$ cat src/rtl/l_class_oc_echo_indication_output.sv
// Echo indication transmit marshaller: buffers heard(meth, v) calls in a small FIFO
// and serializes each into a 96-bit {v, meth, tag} message on the outbound pipe.
module l_class_oc_echo_indication_output #(
  parameter int unsigned DEPTH     = 2,
  parameter logic [31:0] HEARD_TAG = 32'd1
) (
  input  logic        CLK,
  input  logic        RST,
  input  logic        indication_heard__ENA,
  input  logic [31:0] indication_heard_meth,
  input  logic [31:0] indication_heard_v,
  output logic        indication_heard__RDY,
  output logic        pipe_enq__ENA,
  output logic [95:0] pipe_enq_v,
  input  logic        pipe_enq__RDY,
  input  logic        rule_enable,
  output logic        rule_ready,
  output logic [31:0] sent_count
);

  localparam int unsigned AW = (DEPTH > 1) ? $clog2(DEPTH) : 1;
  localparam logic [AW:0] FULL_CNT = DEPTH[AW:0];

  logic [63:0]   mem_q [DEPTH];
  logic [AW-1:0] wr_ptr_q, wr_ptr_d;
  logic [AW-1:0] rd_ptr_q, rd_ptr_d;
  logic [AW:0]   count_q, count_d;
  logic [31:0]   sent_q, sent_d;

  logic        accept;
  logic        guard;
  logic        fire;
  logic        not_empty;
  logic [63:0] head;

  // Ready and guard come from registered occupancy only, so no ENA-to-output path.
  assign not_empty = (count_q != '0);
  assign indication_heard__RDY = (count_q != FULL_CNT);
  assign guard  = not_empty & pipe_enq__RDY;
  assign accept = indication_heard__ENA & indication_heard__RDY;
  assign fire   = rule_enable & guard;

  assign rule_ready    = guard;
  assign pipe_enq__ENA = fire;
  assign sent_count    = sent_q;

  // Entries are stored as {meth, v}; the wire format reorders to {v, meth, tag}.
  assign head       = mem_q[rd_ptr_q];
  assign pipe_enq_v = not_empty ? {head[31:0], head[63:32], HEARD_TAG} : '0;

  always_comb begin
    wr_ptr_d = wr_ptr_q;
    rd_ptr_d = rd_ptr_q;
    count_d  = count_q;
    sent_d   = sent_q;
    if (accept) begin
      wr_ptr_d = wr_ptr_q + 1'b1;
    end
    if (fire) begin
      rd_ptr_d = rd_ptr_q + 1'b1;
      sent_d   = sent_q + 32'd1;
    end
    unique case ({accept, fire})
      2'b10:   count_d = count_q + 1'b1;
      2'b01:   count_d = count_q - 1'b1;
      default: count_d = count_q;
    endcase
  end

  always_ff @(posedge CLK or posedge RST) begin
    if (RST) begin
      wr_ptr_q <= '0;
      rd_ptr_q <= '0;
      count_q  <= '0;
      sent_q   <= '0;
    end else begin
      wr_ptr_q <= wr_ptr_d;
      rd_ptr_q <= rd_ptr_d;
      count_q  <= count_d;
      sent_q   <= sent_d;
    end
  end

  always_ff @(posedge CLK or posedge RST) begin
    if (RST) begin
      for (int unsigned i = 0; i < DEPTH; i++) begin
        mem_q[i] <= '0;
      end
    end else if (accept) begin
      mem_q[wr_ptr_q] <= {indication_heard_meth, indication_heard_v};
    end
  end

endmodule

$ cat config.mk
export PLATFORM = sky130hd
export DESIGN_NAME = l_class_oc_echo_indication_output
export DESIGN_NICKNAME = d
export VERILOG_FILES = /design/src/rtl/l_class_oc_echo_indication_output.sv
export SDC_FILE = /design/constraint.sdc
export NUM_CORES = 1
export LEC_CHECK = 0
export CAP_MARGIN = 20
export CORE_MARGIN = 2
export CORE_UTILIZATION = 35
export DETAILED_ROUTE_END_ITERATION = 8
export SYNTH_ARGS = -nofsm -noshare
export SYNTH_HDL_FRONTEND = slang
export SYNTH_SLANG_ARGS = --single-unit
$ cat constraint.sdc
create_clock -name CLK -period 7.17 [get_ports CLK]
set_input_delay 1.434 -clock CLK [delete_from_list [all_inputs] [get_ports CLK]]
set_output_delay 1.434 -clock CLK [all_outputs]
set_load 0.1 [all_outputs]
==> flow_summary.json <==
{
  "route.met3.wl_um": 954,
  "die_x_um": 152,
  "dr.first_iter.drc_count": 135,
  "rrSetupSlack_ps": 4320,
  "cts.htree.levels": 4,
  "holdPathStages": 1,
  "die_h_um": 152,
  "synth_seq_cells": 164,
  "cp.required_ps": 5740,
  "grt_usage_pct": 14.8,
  "period_minus_slack_ps": 4950,
  "avgRoutedWirePerCell_um": 16.1,
  "final_cells": 1051,
  "finalSetupViolCount": 0,
  "stdcell_area_mm2": 0.0101,
  "initial_core_util_pct": 35.4,
  "antenna_cells": 0,
  "hold_end": "sent_count[31]",
  "first_pass_iters": 6,
  "dieArea_mm2": 0.0231,
  "slowest_stage": "clkdlybuf4s50_1",
  "ios": 200,
  "yosys-top-cells-count": "dfrtp_1, mux2_2, nor2_1",
  "post_dp_cell_area_mm2": 0.00945,
  "synth_top_area_share_pct": 53.5,
  "cpPeakStageDelay_ps": 1000,
  "syn_inst": 598,
  "yosysMostFrequentCell": "dfrtp_1",
  "synthDistinctLibCells": 31,
  "seq_area_frac_synth_pct": 53.5,
  "root_buffer": "clkbuf_16",
  "ant_nets": 0,
  "nets": 831,
  "crit_type": "register to output port",
  "grt_max_degree": 102,
  "async_reset_ff_share_pct": 100,
  "via_per_inst": 4.73,
  "crit_family": "buffers and inverters",
  "critPathCaptureType": "output port",
  "hold_viol": 0,
  "dr_wl_met2_um": 7960,
  "synth_edf_count": 0,
  "cts_buffers": 17,
  "wl_um": 16900,
  "yosys-top-cells-area": "dfrtp_1, mux2_2, mux2i_1",
  "r2r_cells": 7,
  "avgSynthCellArea_um2": 12.8,
  "r2r-start": "count_q[1]",
  "rsz0062_at_grt": "no",
  "globalplace.congestion": 0.778,
  "slew_headroom_pct": 27.2,
  "vias": 4976,
  "syn_to_final_growth_pct": 32.1,
  "clockBufferDepth": 2,
  "ctsHoldBuffers": 0,
  "synthFlopType": "dfrtp_1",
  "dpl.cell_count": 1020,
  "crit_fanout": 40,
  "clk_pin_slew_worst_paths_ps": 70,
  "antenna_found_initial": 0,
  "num_rows": 54,
  "hp-start": "sent_count[31]",
  "m1WireLength_um": 7810,
  "syn_area_mm2": 0.00767,
  "post_cts_buffers": 0,
  "cp.arrival_ps": 3520,
  "synth_top_cell_by_area": "dfrtp_1",
  "maxCapViolations": 0,
  "yosysWarnings": 0,
  "drcViolationCount": 0,
  "grt_pass1_wl_um": 27900,
  "finalClockSkew_ps": 8.63,
  "clkLatencyLatePin_ps": 410,
  "cts_tree": "built",
  "startpoint_type": "register",
  "grt-ovfl-total": 0,
  "grt_pass1_vias": 5306,
  "critPathBufInv": 3,
  "highest_layer": "met4",
  "tightest_slew_ps": 1090,
  "utilization_pct": 46.7,
  "r2r-end": "count_q[1]",
  "ctsResizeCount": 0,
  "tns_ps": 0,
  "dp_hpwl_um": 10900,
  "crit_chain": "nor2_4 -> buf_4 -> inv_1 -> and3_1 -> clkdlybuf4s50_1",
  "final_layout_size_suffix_gt1_share_pct": 21.0,
  "maxSlewViolCount": 0,
  "max_freq_mhz": 202,
  "status": "complete, no violations",
  "min_path_type": "register to register",
  "post-route-period-util_pct": 69.1,
  "clock_sinks": 164,
  "numPortBuffers": 168,
  "core_mm2": 0.0217
}
==> how the worst max path moves through the flow <==
stage                    end  slack [ps]     startpoint  cells past startpoint
2_1_floorplan     count_q[0]        1300            RST                      1
3_3_place_gp   pipe_enq__ENA        2250  pipe_enq__RDY                      3
3_5_place_dp   pipe_enq__ENA        2220  pipe_enq__RDY                      3
4_1_cts        pipe_enq__ENA        2100     count_q[1]                      5
5_1_grt        pipe_enq__ENA        2000     count_q[1]                      5
6_report       pipe_enq__ENA        2220     count_q[1]                      5
==> registers in the layout, indices dropped and copies added, names as in the netlist <==
name,flops
sent_count,32
wr_ptr_q,1
rd_ptr_q,1
count_q,2
mem_q,128
==> stage by stage <==
| step | setup WS (ps) | hold WS, ps |
|---|---|---|
| finish | 2220 | 486 |
| detailed placement | 2220 | 474 |
| global route | 2000 | 506 |
| CTS | 2100 | 492 |
| global placement | 2250 | 466 |
| floorplan | 1300 | 457 |
==> cell type report <==
cell class                 instances  area [um2]
clock inverter                    12         226
clock buffer                      18         439
timing repair buffer             173        1730
multi-input combinational        401        3270
fill                            1948       11600
inverter                           3        16.3
tap                              280         350
sequential                       164        4110
==> cells in the final DEF (no fill, tap or decap), drive strengths merged <==
| cell type | count |
|---|---|
| clkdlybuf4s50 | 168 |
| ha | 2 |
| buf | 5 |
| mux2 | 129 |
| clkinv | 1 |
| and2 | 3 |
| nor2 | 71 |
| and4 | 1 |
| or2 | 1 |
| conb | 31 |
| xnor2 | 28 |
| nand2 | 15 |
| xor2 | 8 |
| bufinv | 6 |
| nand4 | 14 |
| mux2i | 64 |
| nor3 | 5 |
| inv | 6 |
| nand3 | 14 |
| and3 | 8 |
| dfrtp | 164 |
| clkbuf | 18 |
| nand2b | 1 |
| o2111ai | 1 |
| nor4 | 5 |
| clkinvlp | 2 |
==> cell families (layout without fill, tap and decap cells) <==
family | count (synthesis) | count (layout) | synth area share [%]
other cells | 1 | 31 | 0.0489
xor+xnor | 36 | 36 | 4.11
buf+inv | 63 | 206 | 5.50
simple gates | 138 | 138 | 8.89
flops | 164 | 164 | 53.5
mux | 193 | 193 | 27.3
compound gates | 1 | 1 | 0.343
fa+ha+maj | 2 | 2 | 0.326
==> routing by layer <==
layer / global-route usage, % / vias up
met3: 4.34 / 12
met5: 0 / -
met2: 24.2 / 151
met4: 4.09 / 0
met1: 19.3 / 2479
li1: - / 2334
Power is not shown: default switching activity piles up to over one toggle a cycle in this logic, so the estimate is an artifact.
